<file path="config.mk">
export PLATFORM = sky130hd
export DESIGN_NAME = loop_stream_tx
export DESIGN_NICKNAME = d
export VERILOG_FILES = /design/src/rtl/loop_stream_tx.sv
export SDC_FILE = /design/constraint.sdc
export NUM_CORES = 1
export LEC_CHECK = 0
export ABC_CLOCK_PERIOD_IN_PS = 2300
export BUFFER_PORTS_ARGS = -buffer_cell sky130_fd_sc_hd__buf_2
export CAP_MARGIN = 30
export CORE_UTILIZATION = 45
export CTS_BUF_LIST = sky130_fd_sc_hd__clkbuf_2
export DETAILED_ROUTE_END_ITERATION = 10
export PLACE_DENSITY = 0.65
export SYNTH_ARGS = -nofsm -noshare
export SYNTH_HDL_FRONTEND = slang
export SYNTH_SLANG_ARGS = --single-unit
</file>
<file path="constraint.sdc">
create_clock -name clk -period 2.3 [get_ports clk]
set_input_delay 0.115 -clock clk [delete_from_list [all_inputs] [get_ports clk]]
set_output_delay 0.115 -clock clk [all_outputs]
set_load 0.05 [all_outputs]
</file>
<file path="src/rtl/loop_stream_tx.sv">
// loop_stream_tx: 8N1 serial transmitter that drains the cyclic loop buffer one byte per frame.
module loop_stream_tx #(
  parameter int CLKS_PER_BIT = 868,
  parameter int IDLE_GAP     = 0
) (
  input  logic        clk,
  input  logic        rst,
  input  logic        enable,
  input  logic [7:0]  buf_data,
  input  logic        buf_valid,
  output logic        buf_read_en,
  output logic        tx,
  output logic        busy,
  output logic        frame_done,
  output logic [15:0] frame_count
);
  localparam int BW = (CLKS_PER_BIT > 1) ? $clog2(CLKS_PER_BIT) : 1;
  localparam logic [BW-1:0] BAUD_LAST = BW'(CLKS_PER_BIT - 1);
  localparam logic [15:0] GAP_LAST = 16'(IDLE_GAP - 1);
  typedef enum logic [2:0] {IDLE, START, DATA, STOP, GAP} state_t;
  state_t state_q, state_d;
  logic [BW-1:0] baud_q, baud_d;
  logic [2:0] bit_q, bit_d;
  logic [15:0] gap_q, gap_d, cnt_q, cnt_d;
  logic [7:0] shift_q, shift_d;
  logic tx_q, tx_d, rd_q, rd_d, done_q, done_d;
  logic baud_end;
  assign baud_end = baud_q == BAUD_LAST;
  always_comb begin
    state_d = state_q;
    bit_d   = bit_q;
    gap_d   = gap_q;
    shift_d = shift_q;
    tx_d    = tx_q;
    rd_d    = 1'b0;
    done_d  = 1'b0;
    cnt_d   = cnt_q;
    baud_d  = (state_q inside {START, DATA, STOP}) && !baud_end ? baud_q + 1'b1 : '0;
    case (state_q)
      IDLE: begin
        tx_d = 1'b1;
        if (enable && buf_valid) begin
          shift_d = buf_data;
          rd_d    = 1'b1;
          tx_d    = 1'b0;
          bit_d   = '0;
          state_d = START;
        end
      end
      START: if (baud_end) begin
        tx_d    = shift_q[0];
        shift_d = shift_q >> 1;
        state_d = DATA;
      end
      DATA: if (baud_end) begin
        bit_d   = bit_q + 3'd1;
        tx_d    = (bit_q == 3'd7) ? 1'b1 : shift_q[0];
        shift_d = shift_q >> 1;
        state_d = (bit_q == 3'd7) ? STOP : DATA;
      end
      STOP: if (baud_end) begin
        done_d  = 1'b1;
        cnt_d   = cnt_q + 16'd1;
        gap_d   = '0;
        state_d = (IDLE_GAP > 0) ? GAP : IDLE;
      end
      GAP: begin
        gap_d   = gap_q + 16'd1;
        state_d = (gap_q == GAP_LAST) ? IDLE : GAP;
      end
      default: state_d = IDLE;
    endcase
  end
  always_ff @(posedge clk or posedge rst) begin
    if (rst) begin
      state_q <= IDLE;
      baud_q  <= '0;
      bit_q   <= '0;
      gap_q   <= '0;
      shift_q <= '0;
      tx_q    <= 1'b1;
      rd_q    <= 1'b0;
      done_q  <= 1'b0;
      cnt_q   <= '0;
    end else begin
      state_q <= state_d;
      baud_q  <= baud_d;
      bit_q   <= bit_d;
      gap_q   <= gap_d;
      shift_q <= shift_d;
      tx_q    <= tx_d;
      rd_q    <= rd_d;
      done_q  <= done_d;
      cnt_q   <= cnt_d;
    end
  end
  assign tx          = tx_q;
  assign buf_read_en = rd_q;
  assign frame_done  = done_q;
  assign frame_count = cnt_q;
  assign busy        = state_q != IDLE;
endmodule
</file>
==> impl_metrics.yaml <==
drt:
  num_vias: 2233
  postRouteAntennaNets: 0
  drc: 0
  top_layer: "met4"
  wl_per_cell_um: 13.8
  wl_met3_um: 262
  dr.pass1.iters: 4
  viasPerCell: 5.46
  drt_wl_total_um: 5640
  drt_iter0_markers: 104
  route.met2.wl_um: 2420
  drt-met1-wl_um: 2880
synthesis:
  ys_seq_area_share_pct: 52.1
  synth-seq-cells: 59
  synthArstFlopShare_pct: 100
  ys.warnings.count: 0
  netlist_area_um2: 2840
  syn_area_per_cell_um2: 10.4
  syn_inst: 273
  synth_edf_count: 0
  synth_ff_type: "dfrtp_1"
  synth.distinct_cells: 45
  synth_fp_nets: 290
placement:
  dp_hpwl_um: 3770
  portBuffers: 31
  placed_cells: 384
  place_congestion: 0.775
setup_path:
  r2r_start: "baud_q[4]"
  critPathMaxFanout: 12
  end_kind: "flop"
  startpoint_type: "flop"
  ff2ff_setup_slack_ns: 0.19
  r2r_cells: 5
  cp.arrival_ns: 2.47
  critPathKind: "flop to flop"
  cp_data_required_time_ns: 2.67
  rr_endpoint: "gap_q[9]"
clocking:
  h-tree-depth: 3
  postCtsSetupRepairBufs: 0
  clk_latency_ns: 0.48
  clock-sinks: 59
  cts-root-buf: "clkbuf_2"
  clk_pin_slew_ns: 0.17
  cts_tree: "yes"
  cts_resized: 0
  numCtsBuffers: 9
  clockBufferDepth: 2
pwr:
  p_per_area_nw_per_um2: 625
  power_leakage_nw: 1.55
  ir_drop_uv: 555
floorplanning:
  io_pins: 32
  coreArea_um2: 5990
  die_area_um2: 6630
  start_util_pct: 47.3
  die_y_um: 81.4
  die_x_um: 81.4
  rows: 28
timing:
  max_freq_ghz: 0.475
  finalMaxSlewViolations: 0
  period_share_pct: 91.5
  finalHoldViolations: 0
  period_minus_slack_ns: 2.11
  rsz0062_at_grt: "no"
  finClkSkew_ns: 0.0142
  setup_viol: 0
  tns_ns: 0
  tightestPinTransition_ns: 0.394
  slew_headroom_pct: 73.5
finish:
  nFillCells: 535
  syn_to_final_growth_pct: 19.9
  final_nets: 346
  instances_no_fill: 409
  drive_above_1_share_pct: 23.4
  antennaDiodeCount: 0
job:
  cap_violations: 0
grt:
  grt_overflow: 0
  antenna_found_initial: 0
  grt_pass1_vias: 2083
  grt_max_degree: 60
  grt_use_total_pct: 19.5
  grt_pass1_wl_um: 9720
worst_hold_path:
  min_from: "buf_valid"
  hold_class: "input port to flop"
  hold_depth: 3
  min_to: "buf_read_en"
status:
  status: "finished clean"
logic make-up after synthesis:
kind of cell	after synthesis	synth area share, %
multiplexers	7	2.65
adder cells (fa/ha/maj)	5	2.21
buffers and inverters	15	2.73
AND/OR/NAND/NOR	128	24.0
AO/OA/AOI/OAI	36	9.17
XOR/XNOR	23	7.10
flip-flops	59	52.1
registers in the layout, summed over array words and instances (netlist names):
name,cells
baud_q,10
bit_q,3
buf_read_en,1
frame_count,16
frame_done,1
gap_q,16
shift_q,8
state_q,3
tx,1
critical path, stage by stage, from the launching register on:
cell and delay, ns:
dfrtp_1 0.41, or4b_1 0.50, or4_1 0.61, buf_4 0.27, o211ai_1 0.11, o31ai_1 0.10
cell type report:
type                            instances  area (um2)  area share [%]
Clock buffer                            9        45.0            1.32
Clock inverter                          7         116            3.42
Inverter                                7        31.3           0.920
Multi-Input combinational cell        199        1280            37.7
Sequential cell                        59        1480            43.5
Tap cell                               75        93.8            2.76
Timing Repair Buffer                   53         355            10.4
cell usage after synthesis (all sizes together), types with 4 or more instances:
| cell | number | area share (%) |
|---|---|---|
| o221a | 7 | 2.8 |
| xnor2 | 15 | 4.6 |
| nor2 | 21 | 2.8 |
| clkbuf | 5 | 0.66 |
| nor4 | 4 | 1.1 |
| nand2 | 25 | 3.3 |
| and3 | 5 | 1.1 |
| or4 | 4 | 1.1 |
| nor3 | 10 | 2.1 |
| or3 | 9 | 2.0 |
| nand4 | 11 | 2.4 |
| inv | 6 | 0.79 |
| ha | 5 | 2.2 |
| dfrtp | 58 | 51 |
| mux2 | 4 | 1.6 |
| xor2 | 8 | 2.5 |
| o21ai | 12 | 2.1 |
| nand3 | 26 | 4.6 |
what timing repair did:
action                                 4_1_cts  5_1_grt
endpoints found under the hold margin       67        0
hold buffers                                 9        0
setup endpoints to repair                    0        0
cells in the final DEF (no fill, tap or decap), types with 7 or more instances in the layout:
master         netlist  layout
nor2_1              21      21
o221a_2              7       7
dlygate4sd3_1        0       9
or3_1                9       9
xor2_1               8       8
dfrtp_1             58      58
clkbuf_2             0       9
nand3_1             26      26
nand4_1             11      11
buf_4                0      12
xnor2_1             15      15
o21ai_0              7       7
nand2_1             25      25
buf_2                1      31
nor3_1               8       8
how the worst max path moves through the flow:
stage | startpoint | endpoint | slack, ns | cells after the start
after CTS | baud_q[4] | gap_q[9] | 0.18 | 5
after floorplan | frame_count[9] | frame_count[12] | 0.25 | 4
after global routing | baud_q[0] | gap_q[6] | 0.06 | 6
after global placement | state_q[1] | gap_q[12] | 0.26 | 5
after detailed placement | state_q[1] | gap_q[12] | 0.22 | 5
final | baud_q[4] | gap_q[9] | 0.19 | 5
per-stage QoR:
step / total power, mW / hold slack [ns] / cell area [um2] / setup slack, ns / util, %
5_1_grt: 2.23 / 0.0258 / 3400 / 0.0604 / 56.8
3_3_place_gp: 1.27 / 0.196 / 3150 / 0.258 / 52.6
6_report: 2.13 / 0.0371 / 3400 / 0.195 / 56.8
3_5_place_dp: 1.27 / 0.207 / 3150 / 0.223 / 52.6
2_1_floorplan: 1.22 / 0.329 / 2840 / 0.252 / -
4_1_cts: 2.15 / 0.0119 / 3400 / 0.185 / 56.8
power by group:
group          total, mW  switching, mW  internal (mW)  leakage, nW
Combinational      0.165         0.0925         0.0724        0.675
Sequential          1.10         0.0209           1.08        0.796
Clock              0.865          0.401          0.464       0.0818
routing by layer:
layer | vias up | global-route usage, %
met1 | 1068 | 27.9
met4 | 0 | 7.32
met3 | 9 | 5.51
met5 | - | 0
met2 | 52 | 27.9
li1 | 1104 | -
Note: power is estimated with default switching activity, not from simulation.
